<file path="config.mk">
export PLATFORM = sky130hd
export DESIGN_NAME = db_multi
export DESIGN_NICKNAME = d
export VERILOG_FILES = /design/src/rtl/db_multi.sv
export SDC_FILE = /design/constraint.sdc
export NUM_CORES = 1
export LEC_CHECK = 0
export CORE_ASPECT_RATIO = 0.7
export CORE_MARGIN = 5
export CORE_UTILIZATION = 57
export DETAILED_ROUTE_END_ITERATION = 7
export PLACE_DENSITY = 0.94
export SETUP_SLACK_MARGIN = 0.1
export SLEW_MARGIN = 20
export SYNTH_ARGS = -nofsm -noshare
export SYNTH_HDL_FRONTEND = slang
export SYNTH_SLANG_ARGS = --single-unit
export TNS_END_PERCENT = 30
</file>
<file path="constraint.sdc">
create_clock -name clk -period 2.6 [get_ports clk]
set_input_delay 0.78 -clock clk [delete_from_list [all_inputs] [get_ports clk]]
set_output_delay 0.78 -clock clk [all_outputs]
set_load 0.05 [all_outputs]
</file>
<file path="src/rtl/db_multi.sv">
// Multi-channel switch debouncer: per-channel synchroniser chain feeding a
// four-state stability FSM with registered level, rise and fall outputs.
module db_multi #(
    parameter int N             = 4,
    parameter int STABLE_CYCLES = 8,
    parameter int SYNC_STAGES   = 2
) (
    input  logic         clk,
    input  logic         reset,
    input  logic [N-1:0] sw,
    output logic [N-1:0] db,
    output logic [N-1:0] rise,
    output logic [N-1:0] fall
);

    localparam int CW = (STABLE_CYCLES > 2) ? $clog2(STABLE_CYCLES) : 1;
    localparam logic [CW-1:0] CNT_MAX  = CW'(STABLE_CYCLES - 1);
    localparam logic [CW-1:0] CNT_ONE  = CW'(1);
    localparam logic [CW-1:0] CNT_ZERO = CW'(0);

    typedef enum logic [1:0] {
        ZERO  = 2'd0,
        WAIT1 = 2'd1,
        ONE   = 2'd2,
        WAIT0 = 2'd3
    } state_t;

    genvar g;
    generate
        for (g = 0; g < N; g++) begin : g_ch
            logic [SYNC_STAGES-1:0] sync_r;
            logic                   s_s;
            state_t                 state_r;
            state_t                 state_s;
            logic [CW-1:0]          cnt_r;
            logic [CW-1:0]          cnt_s;
            logic                   db_r;
            logic                   rise_r;
            logic                   fall_r;
            logic                   db_s;
            logic                   rise_s;
            logic                   fall_s;

            // Synchroniser chain shifting the raw input toward the last stage
            always_ff @(posedge clk or posedge reset) begin
                if (reset) begin
                    sync_r <= {SYNC_STAGES{1'b0}};
                end else begin
                    sync_r <= {sync_r[SYNC_STAGES-2:0], sw[g]};
                end
            end

            assign s_s = sync_r[SYNC_STAGES-1];

            // Next-state, counter and pulse decode for the stability FSM
            always_comb begin
                state_s = state_r;
                cnt_s   = cnt_r;
                rise_s  = 1'b0;
                fall_s  = 1'b0;
                case (state_r)
                    ZERO: begin
                        if (s_s) begin
                            state_s = WAIT1;
                            cnt_s   = CNT_ONE;
                        end else begin
                            cnt_s   = CNT_ZERO;
                        end
                    end
                    WAIT1: begin
                        if (!s_s) begin
                            state_s = ZERO;
                            cnt_s   = CNT_ZERO;
                        end else if (cnt_r == CNT_MAX) begin
                            state_s = ONE;
                            cnt_s   = CNT_ZERO;
                            rise_s  = 1'b1;
                        end else begin
                            cnt_s   = cnt_r + CNT_ONE;
                        end
                    end
                    ONE: begin
                        if (!s_s) begin
                            state_s = WAIT0;
                            cnt_s   = CNT_ONE;
                        end else begin
                            cnt_s   = CNT_ZERO;
                        end
                    end
                    WAIT0: begin
                        if (s_s) begin
                            state_s = ONE;
                            cnt_s   = CNT_ZERO;
                        end else if (cnt_r == CNT_MAX) begin
                            state_s = ZERO;
                            cnt_s   = CNT_ZERO;
                            fall_s  = 1'b1;
                        end else begin
                            cnt_s   = cnt_r + CNT_ONE;
                        end
                    end
                    default: begin
                        state_s = ZERO;
                        cnt_s   = CNT_ZERO;
                    end
                endcase
                // The level follows the state being entered so db and the pulse share an edge
                db_s = (state_s == ONE) || (state_s == WAIT0);
            end

            // FSM state, counter and registered outputs
            always_ff @(posedge clk or posedge reset) begin
                if (reset) begin
                    state_r <= ZERO;
                    cnt_r   <= CNT_ZERO;
                    db_r    <= 1'b0;
                    rise_r  <= 1'b0;
                    fall_r  <= 1'b0;
                end else begin
                    state_r <= state_s;
                    cnt_r   <= cnt_s;
                    db_r    <= db_s;
                    rise_r  <= rise_s;
                    fall_r  <= fall_s;
                end
            end

            assign db[g]   = db_r;
            assign rise[g] = rise_r;
            assign fall[g] = fall_r;
        end
    endgenerate

endmodule

</file>
==> out/qor.yml, run 1 <==
syn_area_per_cell_um2: 13.8
grt_use_met2_pct: 21.6
multi_input_area_um2: 420
startpoint_type: "flip-flop"
grtUsageMet1_pct: 12.8
gp_congestion: 0.709
drc: 0
cts_resized: 0
antenna_found_initial: 0
port_buffers: 17
final_nets: 131
syn-cell-area_um2: 1440
synthSimpleGateAreaFrac_pct: 10.3
gr-usage-met3_pct: 5.79
setup-tns-final_ps: 0
synth_compound_area_share_pct: 3.48
crit_slowest_cell: "clkdlybuf4s50_1"
cts_tree: "built"
final-max-slew-violation-count: 0
ys_types: 17
clock_latency_ps: 330
drtIter0Drc: 18
num_rows: 15
initial_core_util_pct: 59.0
crit_type: "reg2out"
area_growth_pct: 12.8
cp.arrival_ps: 1630
coreArea_um2: 2440
drtAntennaViolNets: 0
power_density_nw_per_um2: 575
synth_top_area_cell: "dfrtp_1"
setup_viol: 0
endpoint_kind: "output port"
total_leakage_power_nw: 0.814
critPathRequiredTime_ps: 1820
crit_fanout: 6
cp_top_family: "buffers and inverters"
syn_nets: 118
die_h_um: 52.1
dp_hpwl_mm: 1.44
die_x_um: 70.1
first_global_vias: 797
postCtsSetupRepairBufs: 0
crit_path_max_incr_delay_ps: 840
path_buf_inv: 1
n_fill_cell: 189
rsz0062_at_grt: "no"
maxCapViolCount: 0
worstMarginPinSlew_ps: 511
synth_top_family_by_area: "simple AND/OR/NAND/NOR gates"
ys_ff_latch: 37
cts_htree_levels: 2
vias: 759
final.setup_skew_ps: 10.2
antenna_cells: 0
syn_inst: 104
yosys.area_share.adder_pct: 6.95
grt.overflow.total: 0
synth_mux_area_share_pct: 4.17
grt_max_degree: 38
ir_worst_vdd_mv: 0.297
hold_viol_final: 0
crit_chain: "clkdlybuf4s50_1"
period_minus_slack_ps: 2410
post-route-period-util_pct: 92.5
synthTopCellsByArea: "dfrtp_1, ha_1, buf_4"
io_pins: 18
wl_per_cell_um: 12.9
grt_pass1_wl_mm: 3.35
drt-total-wl_mm: 1.97
seq_area_frac_synth_pct: 64.3
synthXorXnorAreaFrac_pct: 4.26
yosysWarningCount: 0
cts_num_sinks: 37
first_pass_iters: 2
busiest_layer: "met2"
routed_via_density: 4.99
relSlewSlack_pct: 65.9
max_clock_freq_mhz: 416
synth.top_cell.area_share_pct: 64.3
hold_path.class: "reg2reg"
gr-usage-all-layers_pct: 12.6
seqCellArea_um2: 926
cts_made_buffers: 5
clk_transition_reported_paths_ps: 100
clockRootBuffer: "clkbuf_4"
clk_path_buf_depth: 2
layout-drive-gt1-share_pct: 11.9
hold_buffers: 0
die_area_um2: 3650
status: "finished clean"
fin_hold_ws_ps: 357
[routing by layer]
layer | share of wire [%] | vias up
li1 | - | 368
met1 | 42 | 371
met2 | 51 | 16
met3 | 5.0 | 4
met4 | 1.9 | 0
met5 | 0 | -
[where the power goes]
group          internal [mW]  leakage (nW)  switching [mW]
sequential             0.593         0.480          0.0153
clock                  0.103        0.0320           0.173
combinational         0.0230         0.302          0.0254
total                  0.720         0.814           0.214
[final timing paths]
path,start,end,slack [ps],cells past startpoint
setup / recovery,g_ch[0].db_r,db[0],190,1
hold / removal,g_ch[2].sync_r[0],g_ch[2].sync_r[1],360,0
setup reg to reg,g_ch[3].cnt_r[0],g_ch[3].db_r,1200,4
hold reg to reg,g_ch[2].sync_r[0],g_ch[2].sync_r[1],360,0
max in group asynchronous,reset,g_ch[1].db_r,1450,3
min in group asynchronous,reset,g_ch[3].rise_r,840,3
[sequential cells by signal (all words and copies together) (netlist names)]
| signal | count |
|---|---|
| g_ch.cnt_r | 12 |
| g_ch.db_r | 4 |
| g_ch.fall_r | 4 |
| g_ch.rise_r | 4 |
| g_ch.state_r | 5 |
| g_ch.sync_r | 8 |
[cells by family (layout without fill, tap and decap cells)]
family          after synthesis  in the layout
flops                        37             37
simple gates                 26             26
buf+inv                      13             27
fa+ha+maj                     8              8
compound gates                8              8
xor+xnor                      7              7
mux                           5              5
[final cells by class]
| class | count | area share (%) |
|---|---|---|
| flip-flops and latches | 37 | 57.0 |
| clock inverters | 2 | 0.616 |
| inverters | 1 | 0.231 |
| repair buffers | 18 | 11.1 |
| well taps | 34 | 2.62 |
| multi-input cells | 54 | 25.9 |
| clock buffers | 6 | 2.54 |
[Yosys cell counts, drive strengths merged]
master / n
mux2: 5
ha: 8
buf: 12
inv: 1
and3: 6
o21a: 4
nor3b: 8
nor2: 5
nand2: 6
dfrtp: 37
xor2: 3
xnor2: 4
nor3: 1
a21oi: 4
[placed cells by master, fill, tap and decap left out, types with 3 or more instances in the layout]
cell type        count
clkdlybuf4s50_1     16
xor2_1               3
nand2_1              4
nor2_1               5
mux2_2               3
a21oi_1              4
nor3b_1              8
xnor2_1              4
o21a_1               4
ha_1                 8
and3_1               6
clkbuf_4             5
dfrtp_1             37
[metrics by stage]
| stage | instance area (um2) | total power [mW] | cells | utilization (%) | setup slack [ps] |
|---|---|---|---|---|---|
| 6_report | 1620 | 0.933 | 152 | 66.6 | 194 |
| 5_1_grt | 1620 | 0.986 | 152 | 66.6 | 109 |
| 4_1_cts | 1620 | 0.946 | 152 | 66.5 | 151 |
| 3_5_place_dp | 1570 | 0.670 | 144 | 64.4 | 531 |
| 3_3_place_gp | 1570 | 0.664 | 144 | 64.4 | 578 |
| 2_1_floorplan | 1440 | 0.649 | 104 | - | 987 |
(Power assumes the default switching activity.)
==> run 2: changes to the inputs <==
Settings changed: REMOVE_ABC_BUFFERS from default to 1.
==> run 2 against run 1 <==
Non-clock buffer count is the same; clock power increased by 1%; sequential power about the same; sequential share of layout area up 0.18 points; critical endpoint unchanged; die area did not move; power rose by 0.20%; setup slack worse by 3.1 ps; first-iteration DRC count up 50%.
==> out/qor.yml, run 2 (synthesis results as in run 1) <==
setup_ws_ps: 191
cts_resized: 0
hold_buffers: 0
dp_cells: 144
gp_congestion: 0.651
coreArea_um2: 2440
multi_input_area_um2: 420
reg2reg_from: "g_ch[0].cnt_r[0]"
port_buffers: 17
path_buf_inv: 1
drc: 0
final_common_cell: "dfrtp_1"
post-route-period-util_pct: 92.7
largest_reg_flops: 12
grt_max_degree: 38
dp_hpwl_mm: 1.41
crit_end: "db[0]"
cp.arrival_ps: 1630
final.setup_skew_ps: 4.93
endpoint_kind: "output port"
setup-tns-final_ps: 0
startpoint_type: "flip-flop"
initial_core_util_pct: 59.0
total_leakage_power_nw: 0.790
crit_chain: "clkdlybuf4s50_1"
power_density_nw_per_um2: 577
vias: 742
most-common-layout-cells: "dfrtp_1, clkdlybuf4s50_1, nor3b_1, ha_1, and3_1"
layout-drive-gt1-share_pct: 10.2
setup_viol: 0
reg.largest.list: "g_ch.cnt_r (12), g_ch.sync_r (8), g_ch.state_r (5)"
n_fill_cell: 191
gr-usage-all-layers_pct: 12.8
hold_path.class: "reg2reg"
largest-register: "g_ch.cnt_r"
wl_per_cell_um: 13.1
final_nets: 131
drtIter0Drc: 27
ir_worst_vdd_mv: 0.290
crit_fanout: 6
critPathRequiredTime_ps: 1820
grt.overflow.total: 0
period_minus_slack_ps: 2410
crit_start: "g_ch[0].db_r"
relSlewSlack_pct: 65.8
cts_num_sinks: 37
clk_transition_reported_paths_ps: 100
num_rows: 15
path_depth: 1
rr_worst_depth: 4
rrSetupSlack_ps: 1210
cts_made_buffers: 5
maxCapViolCount: 0
cts_tree: "built"
hold_viol_final: 0
pre_cts_ws_ps: 550
worst_r2r_endpoint: "g_ch[0].db_r"
crit_slowest_cell: "clkdlybuf4s50_1"
clockRootBuffer: "clkbuf_4"
postCtsSetupRepairBufs: 0
clock_latency_ps: 330
max_clock_freq_mhz: 415
cts_htree_levels: 2
crit_type: "reg2out"
die_h_um: 52.1
io_pins: 18
drtAntennaViolNets: 0
first_global_vias: 791
status: "finished clean"
grt_pass1_wl_mm: 3.46
final-max-slew-violation-count: 0
worstMarginPinSlew_ps: 511
clk_path_buf_depth: 2
area_growth_pct: 12.4
routed_via_density: 4.88
die_area_um2: 3650
rsz0062_at_grt: "no"
antenna_found_initial: 0
fin_cells: 152
cp_top_family: "buffers and inverters"
crit_path_max_incr_delay_ps: 840
die_x_um: 70.1
seqCellArea_um2: 926
drt-total-wl_mm: 1.99
first_pass_iters: 4
post-route-util_pct: 66.4
antenna_cells: 0
==> run 2: per-stage QoR <==
stage               instance area [um2]  total power, mW  hold WS, ps
floorplan                          1350            0.647          331
global placement                   1570            0.663          333
detailed placement                 1570            0.669          337
CTS                                1620            0.942          361
global route                       1620            0.982          367
finish                             1620            0.935          358
==> run 2: layout make-up <==
type | count | share of cell area [%]
well taps | 34 | 2.63
repair buffers | 18 | 11.0
flip-flops and latches | 37 | 57.2
clock buffers | 8 | 3.01
multi-input cells | 54 | 26.0
inverters | 1 | 0.232
==> run 2: metal layers <==
metal,vias up,share of wire (%),track usage (%)
li1,364,-,-
met1,356,43,12.6
met2,17,49,22.6
met3,5,5.9,5.60
met4,0,1.9,7.64
met5,-,0,0
==> run 2: how the worst min path moves through the flow <==
stage | startpoint | cells past startpoint | endpoint
after floorplan | g_ch[0].sync_r[0] | 0 | g_ch[0].sync_r[1]
after global placement | g_ch[0].sync_r[0] | 0 | g_ch[0].sync_r[1]
after detailed placement | g_ch[3].sync_r[0] | 0 | g_ch[3].sync_r[1]
after CTS | g_ch[3].sync_r[0] | 0 | g_ch[3].sync_r[1]
after global routing | g_ch[0].sync_r[0] | 0 | g_ch[0].sync_r[1]
final | g_ch[3].sync_r[0] | 0 | g_ch[3].sync_r[1]
==> run 2: report_power, final <==
group / total (mW) / leakage [nW] / switching, mW / internal, mW
sequential: 0.608 / 0.480 / 0.0146 / 0.593
combinational: 0.0473 / 0.283 / 0.0247 / 0.0226
clock: 0.280 / 0.0265 / 0.172 / 0.108
total: 0.935 / 0.790 / 0.211 / 0.724
